File: config.mk
export PLATFORM = sky130hd
export DESIGN_NAME = vit_host_loader
export DESIGN_NICKNAME = d
export VERILOG_FILES = /design/src/rtl/vit_loader_pkg.sv /design/src/rtl/vit_host_loader.sv
export SDC_FILE = /design/constraint.sdc
export NUM_CORES = 1
export LEC_CHECK = 0
export CAP_MARGIN = 10
export CORE_MARGIN = 5
export CORE_UTILIZATION = 45
export DETAILED_ROUTE_END_ITERATION = 10
export PLACE_DENSITY = 0.77
export SKIP_LAST_GASP = 1
export SYNTH_ARGS = -nofsm -noshare
export SYNTH_HDL_FRONTEND = slang
export SYNTH_SLANG_ARGS = --single-unit
File: constraint.sdc
create_clock -name clk -period 5.8 [get_ports clk]
set_clock_uncertainty 0.2 [all_clocks]
set_input_delay 1.16 -clock clk [delete_from_list [all_inputs] [get_ports clk]]
set_output_delay 1.16 -clock clk [all_outputs]
set_load 0.005 [all_outputs]
File: src/rtl/vit_loader_pkg.sv
// Shared types and helpers for the host-side weight/X loader.
// Word counts are passed in so the package stays independent of any one instance's parameters.
package vit_loader_pkg;

   typedef enum logic [2:0] {
      IDLE,
      FILL,
      FLUSH,
      COMMIT,
      LAUNCH
   } state_t;

   localparam logic [2:0] MEM_SEL_X = 3'd6;

   function automatic int unsigned words_for_sel(input logic [2:0] sel,
                                                 input int unsigned x_words,
                                                 input int unsigned w_words);
      return (sel == MEM_SEL_X) ? x_words : w_words;
   endfunction

endpackage

File: src/rtl/vit_host_loader.sv
// Streams host words into the accelerator staging registers and commits full rows to weight memory.
// Optional LOADER_AUTOSTART_EN: after an X load, wait for input_rdy and pulse start before done.
//
// state  | meaning
// IDLE   | waiting for a command, cmd_ready high
// FILL   | accepting stream words into staging registers
// FLUSH  | one cycle for the final staging write to land
// COMMIT | mem_en/mem_wr strobe for the current row
// LAUNCH | X loaded, waiting for input_rdy to pulse start
module vit_host_loader
   import vit_loader_pkg::*;
#(
   parameter int DATA_WIDTH  = 4,
   parameter int MAX_ADDR_W  = 8,
   parameter int WORD_ADDR_W = 13,
   parameter int X_WORDS     = 768,
   parameter int W_WORDS     = 5625
) (
   input  logic                   clk,
   input  logic                   rst,
   input  logic                   cmd_valid,
   output logic                   cmd_ready,
   input  logic [2:0]             cmd_sel,
   input  logic [MAX_ADDR_W-1:0]  cmd_base,
   input  logic [MAX_ADDR_W:0]    cmd_rows,
   input  logic                   s_valid,
   output logic                   s_ready,
   input  logic [DATA_WIDTH-1:0]  s_data,
   output logic [DATA_WIDTH-1:0]  data_in,
   output logic [WORD_ADDR_W-1:0] wrd_addr,
   output logic [2:0]             mem_sel,
   output logic [MAX_ADDR_W-1:0]  mem_addr,
   output logic                   mem_en,
   output logic                   mem_wr,
   input  logic                   input_rdy,
   output logic                   start,
   output logic                   busy,
   output logic                   done
);

   localparam logic [MAX_ADDR_W:0] ROW_ONE = 1;

   state_t                  state, state_nxt;
   logic [2:0]              sel_q;
   logic [MAX_ADDR_W-1:0]   base_q;
   logic [MAX_ADDR_W:0]     rows_q, row_q;
   logic [WORD_ADDR_W-1:0]  word_q, last_word;
   logic                    cmd_acc, cmd_empty, word_acc, last_acc, is_x, row_more;
   logic                    s_ready_d, busy_d, mem_en_d, done_d;
   logic [WORD_ADDR_W-1:0]  wrd_addr_d;

   assign cmd_acc   = (state == IDLE) && cmd_valid;
   assign cmd_empty = (cmd_sel != MEM_SEL_X) && (cmd_rows == '0);
   assign word_acc  = s_valid && s_ready;
   assign last_word = WORD_ADDR_W'(words_for_sel(sel_q, X_WORDS, W_WORDS) - 1);
   assign last_acc  = word_acc && (word_q == last_word);
   assign is_x      = (sel_q == MEM_SEL_X);
   assign row_more  = (row_q + ROW_ONE) < rows_q;

   always_ff @(posedge clk or posedge rst) begin
      if (rst) state <= IDLE;
      else     state <= state_nxt;
   end

   always_comb begin
      state_nxt = state;
      case (state)
         IDLE:   if (cmd_valid && !cmd_empty) state_nxt = FILL;
         FILL:   if (last_acc) state_nxt = FLUSH;
         FLUSH: begin
            if (!is_x) state_nxt = COMMIT;
`ifdef LOADER_AUTOSTART_EN
            else       state_nxt = LAUNCH;
`else
            else       state_nxt = IDLE;
`endif
         end
         COMMIT: state_nxt = row_more ? FILL : IDLE;
         LAUNCH: if (start) state_nxt = IDLE;
         default: state_nxt = IDLE;
      endcase
   end

   // Outputs are registered, so they are decoded from the state being entered.
   always_comb begin
      s_ready_d  = (state_nxt == FILL);
      busy_d     = (state_nxt != IDLE);
      mem_en_d   = (state_nxt == COMMIT);
      done_d     = (cmd_acc && cmd_empty) || ((state != IDLE) && (state_nxt == IDLE));
      wrd_addr_d = word_acc ? word_q : '1;
   end

   always_ff @(posedge clk or posedge rst) begin
      if (rst) begin
         cmd_ready <= 1'b1;
         s_ready   <= 1'b0;
         busy      <= 1'b0;
         done      <= 1'b0;
         mem_en    <= 1'b0;
         mem_wr    <= 1'b0;
         mem_addr  <= '0;
         mem_sel   <= '0;
         data_in   <= '0;
         wrd_addr  <= '1;
         sel_q     <= '0;
         base_q    <= '0;
         rows_q    <= '0;
         row_q     <= '0;
         word_q    <= '0;
      end else begin
         cmd_ready <= ~busy_d;
         s_ready   <= s_ready_d;
         busy      <= busy_d;
         done      <= done_d;
         mem_en    <= mem_en_d;
         mem_wr    <= mem_en_d;
         wrd_addr  <= wrd_addr_d;
         if (word_acc) begin
            data_in <= s_data;
            word_q  <= last_acc ? '0 : word_q + 1'b1;
         end
         if (cmd_acc) begin
            sel_q   <= cmd_sel;
            mem_sel <= cmd_sel;
            base_q  <= cmd_base;
            rows_q  <= cmd_rows;
            row_q   <= '0;
            word_q  <= '0;
         end
         if (mem_en_d) mem_addr <= base_q + row_q[MAX_ADDR_W-1:0];
         if (state == COMMIT) row_q <= row_q + ROW_ONE;
      end
   end

`ifdef LOADER_AUTOSTART_EN
   always_ff @(posedge clk or posedge rst) begin
      if (rst) start <= 1'b0;
      else     start <= (state == LAUNCH) && input_rdy && !start;
   end
`else
   wire unused_input_rdy = input_rdy;
   assign start = 1'b0;
`endif

endmodule

==> summary.txt <==
=================================================================================
Status ............................................................. finished, final reports clean
Crit-path leading delay family ..................................... buffers and inverters
Count of cells along the worst register-to-register path ...........           10
Rows ...............................................................           33
CP max FO ..........................................................           29
Maximum cell stage delay along the critical path ...................      0.72 ns
Yosys warnings .....................................................            0
TritonCTS clock tree ...............................................        built
P&R area growth vs syn .............................................        26.4%
Max cap viols ......................................................            0
Slowest CP cell ....................................................     a211oi_2
CTS Buf Count ......................................................            9
Starting Density ...................................................        45.8%
Post-detailed-route via-to-cell ratio ..............................         5.32
Fraction of the cycle the final worst path needs ...................        57.8%
Buffer type at the clock tree root .................................     clkbuf_8
Skew-Pair Late Insertion Delay .....................................      0.35 ns
Crit Path Class .................................................... input port to register
Antenna violations before repair ...................................            0
Setup crit start ...................................................      s_valid
Total Nets Final ...................................................          497
Setup slack of the worst register-to-register path .................      2.96 ns
N_diodes ...........................................................            0
Cells traversed along the worst timing path ........................ clkdlybuf4s50_1 -> and2_1 -> buf_4 -> nand2b_1 -> a211oi_2 -> nor4b_1 -> or3_1
Layout filler cell count ...........................................          717
Setup violations, final ............................................            0
Leading cell type in the layout, fill and taps excluded ............      nand2_1
Crit. path cell count ..............................................            7
Count of state elements after synthesis ............................           75
Global placement routability congestion ............................        0.843
VDD IR max .........................................................     0.165 mV
Vias in the first global route .....................................         2955
Most used flip-flop cell after synthesis ...........................      dfrtp_1
Total Routing Usage GR .............................................        16.9%
Pin count of the biggest net entering global routing ...............           54
Tightest slew margin relative to the limit .........................        36.5%
Count of final hold-check violations ...............................            0
Die outline width ..................................................       101 um
Endpoint arrival time on the critical path .........................      3.37 ns
Average cell area after synthesis ..................................    9.51 um^2
Total number of H-tree levels ......................................            3
Summed negative setup slack over all endpoints .....................         0 ns
Post-synth ARST share ..............................................         100%
CTS resizes ........................................................            0
Static Leak ........................................................   0.00215 uW
DP Wirelength ......................................................      5650 um
Register clock-pin slew on the reported worst setup and hold paths .      0.08 ns
Worst reg2reg path startpoint ......................................     row_q[0]
Proportion of synthesized chip area in sequential cells ............        50.8%
Drt total wl .......................................................      7950 um
Die area ...........................................................   10200 um^2
Netlist cell types .................................................           51
DP Worst Slack .....................................................      2.08 ns
Post-CTS Hold Buffers ..............................................            0
Post-DR wirelength/cell ............................................      14.2 um
Die Y ..............................................................       101 um
Reg-to-Reg End .....................................................     state[0]
Final ANT Viol Nets ................................................            0
Max-slew violation count ...........................................            0
CP startpoint kind .................................................   input port
End point of the critical path .....................................     state[0]
Number of top-level design ports ...................................           64
Std-Cell Core Area .................................................    8130 um^2
Power Density ......................................................  305 nW/um^2
Slack of the critical path .........................................      2.45 ns
Clock sink count ...................................................           75
Post-synthesis cell count ..........................................          392
Type of element capturing the critical path ........................     register
Count of flip-flops with a built-in enable after synthesis .........            0
Iter 0 DRT Violations ..............................................          169
Achievable Freq ....................................................    0.298 GHz
Wire length of the first global-routing pass .......................     13600 um
Transition time of the tightest slew-check pin .....................     0.950 ns
Via count ..........................................................         2977
Aggregate global routing overflow ..................................            0
Class of the most critical hold timing path ........................ register to register
Initial DRT Pass Iterations ........................................            4
Post-layout minimum cycle time .....................................      3.35 ns
Count of unresolved DRC violations after routing ...................            0
Number of setup buffers added after CTS ............................            0
Mapped Nets ........................................................          439
Post-synthesis instance area .......................................    3730 um^2
Top library cells by usage in the layout, fill and taps aside ...... nand2_1, dfrtp_1, clkdlybuf4s50_1, o21ai_0
Number of buffer and inverter instances along the worst setup path .            2
Share of layout cells above drive strength 1 .......................        8.79%
Unrepaired setup endpoints after global routing ....................           no
Clock Tree Buf Depth ...............................................            2
Quantity of I/O buffers inserted on ports ..........................           61
Worst Path Required ................................................      5.82 ns
=================================================================================
[power by group]
part           internal [uW]  leakage [uW]  total [uW]  switching (uW)
registers                598      0.000930         647            48.5
clock network            342      0.000133         534             193
logic                    129       0.00109         254             125
[cells in the mapped netlist, types with 3 or more instances]
library cell,n,area (um^2)
o21ai_0,28,140
xor2_1,6,52.6
dfrtp_1,61,1530
nand4_1,4,25.0
nor2_1,15,56.3
a21oi_1,9,45.0
a21o_1,4,30.0
buf_2,3,15.0
ha_1,17,213
a22o_1,7,61.3
or3_1,6,37.5
nand3_1,16,80.1
o31ai_1,5,37.5
nand2_1,85,319
inv_1,18,67.6
and3_1,8,50.1
buf_4,3,22.5
nor4b_1,3,26.3
nand3b_1,4,30.0
clkbuf_1,10,37.5
nand2b_1,12,75.1
dfstp_2,14,368
nor3_1,10,50.1
and2_1,3,18.8
xnor2_1,7,61.3
[registers in the layout (all words and copies together), names as in the netlist, 3 cells and up]
signal	count
word_q	13
wrd_addr	13
row_q	9
rows_q	9
base_q	8
mem_addr	8
data_in	4
sel_q	3
state	3
[area by class of cell]
type	count	area, um^2	area share [%]
Tap cell	105	131	2.79
Sequential cell	75	1890	40.2
Clock inverter	6	136	2.90
Timing Repair Buffer	65	653	13.9
Inverter	18	67.6	1.43
Clock buffer	10	138	2.92
Multi-Input combinational cell	281	1690	35.9
[layer usage]
metal / vias to the layer above / share of wire (%) / global-route usage (%)
met5: - / 0 / 0
met4: 0 / 1.6 / 7.26
met3: 11 / 5.5 / 3.67
met2: 93 / 47 / 26.3
met1: 1412 / 46 / 22.7
li1: 1461 / - / -
[stage by stage]
stage	std cells	hold WS (ns)	power, uW	cell area (um^2)	utilization, %
after floorplan	392	0.246	796	3730	-
after global placement	543	0.260	894	4420	54.3
after detailed placement	543	0.266	909	4420	54.3
after CTS	559	0.287	1450	4690	57.7
after global routing	560	0.318	1520	4710	57.9
final	560	0.280	1440	4710	57.9
[worst min-delay path by stage]
stage,cells after the start,startpoint,to
after global routing,2,data_in[0],data_in[0]
after detailed placement,2,data_in[0],data_in[0]
after CTS,2,data_in[0],data_in[0]
final,2,data_in[0],data_in[0]
after global placement,2,data_in[3],data_in[3]
after floorplan,2,rows_q[0],rows_q[0]
[cells by family (layout without fill, tap and decap cells)]
| group | count (synthesis) | count (layout) | synth area share (%) |
|---|---|---|---|
| AND/OR/NAND/NOR | 180 | 180 | 23.6 |
| adder cells (fa/ha/maj) | 18 | 18 | 6.24 |
| flip-flops | 75 | 75 | 50.8 |
| other | 1 | 1 | 0.101 |
| multiplexers | 2 | 2 | 0.537 |
| XOR/XNOR | 13 | 13 | 3.05 |
| buffers and inverters | 36 | 99 | 4.03 |
| AO/OA/AOI/OAI | 67 | 67 | 11.6 |
[tightest hold or removal path: stages (launching register included)]
cell     delay [ns]
dfrtp_1        0.35
nand2_1        0.05
nand2_1        0.05
Power figures use the tool's default switching activity.
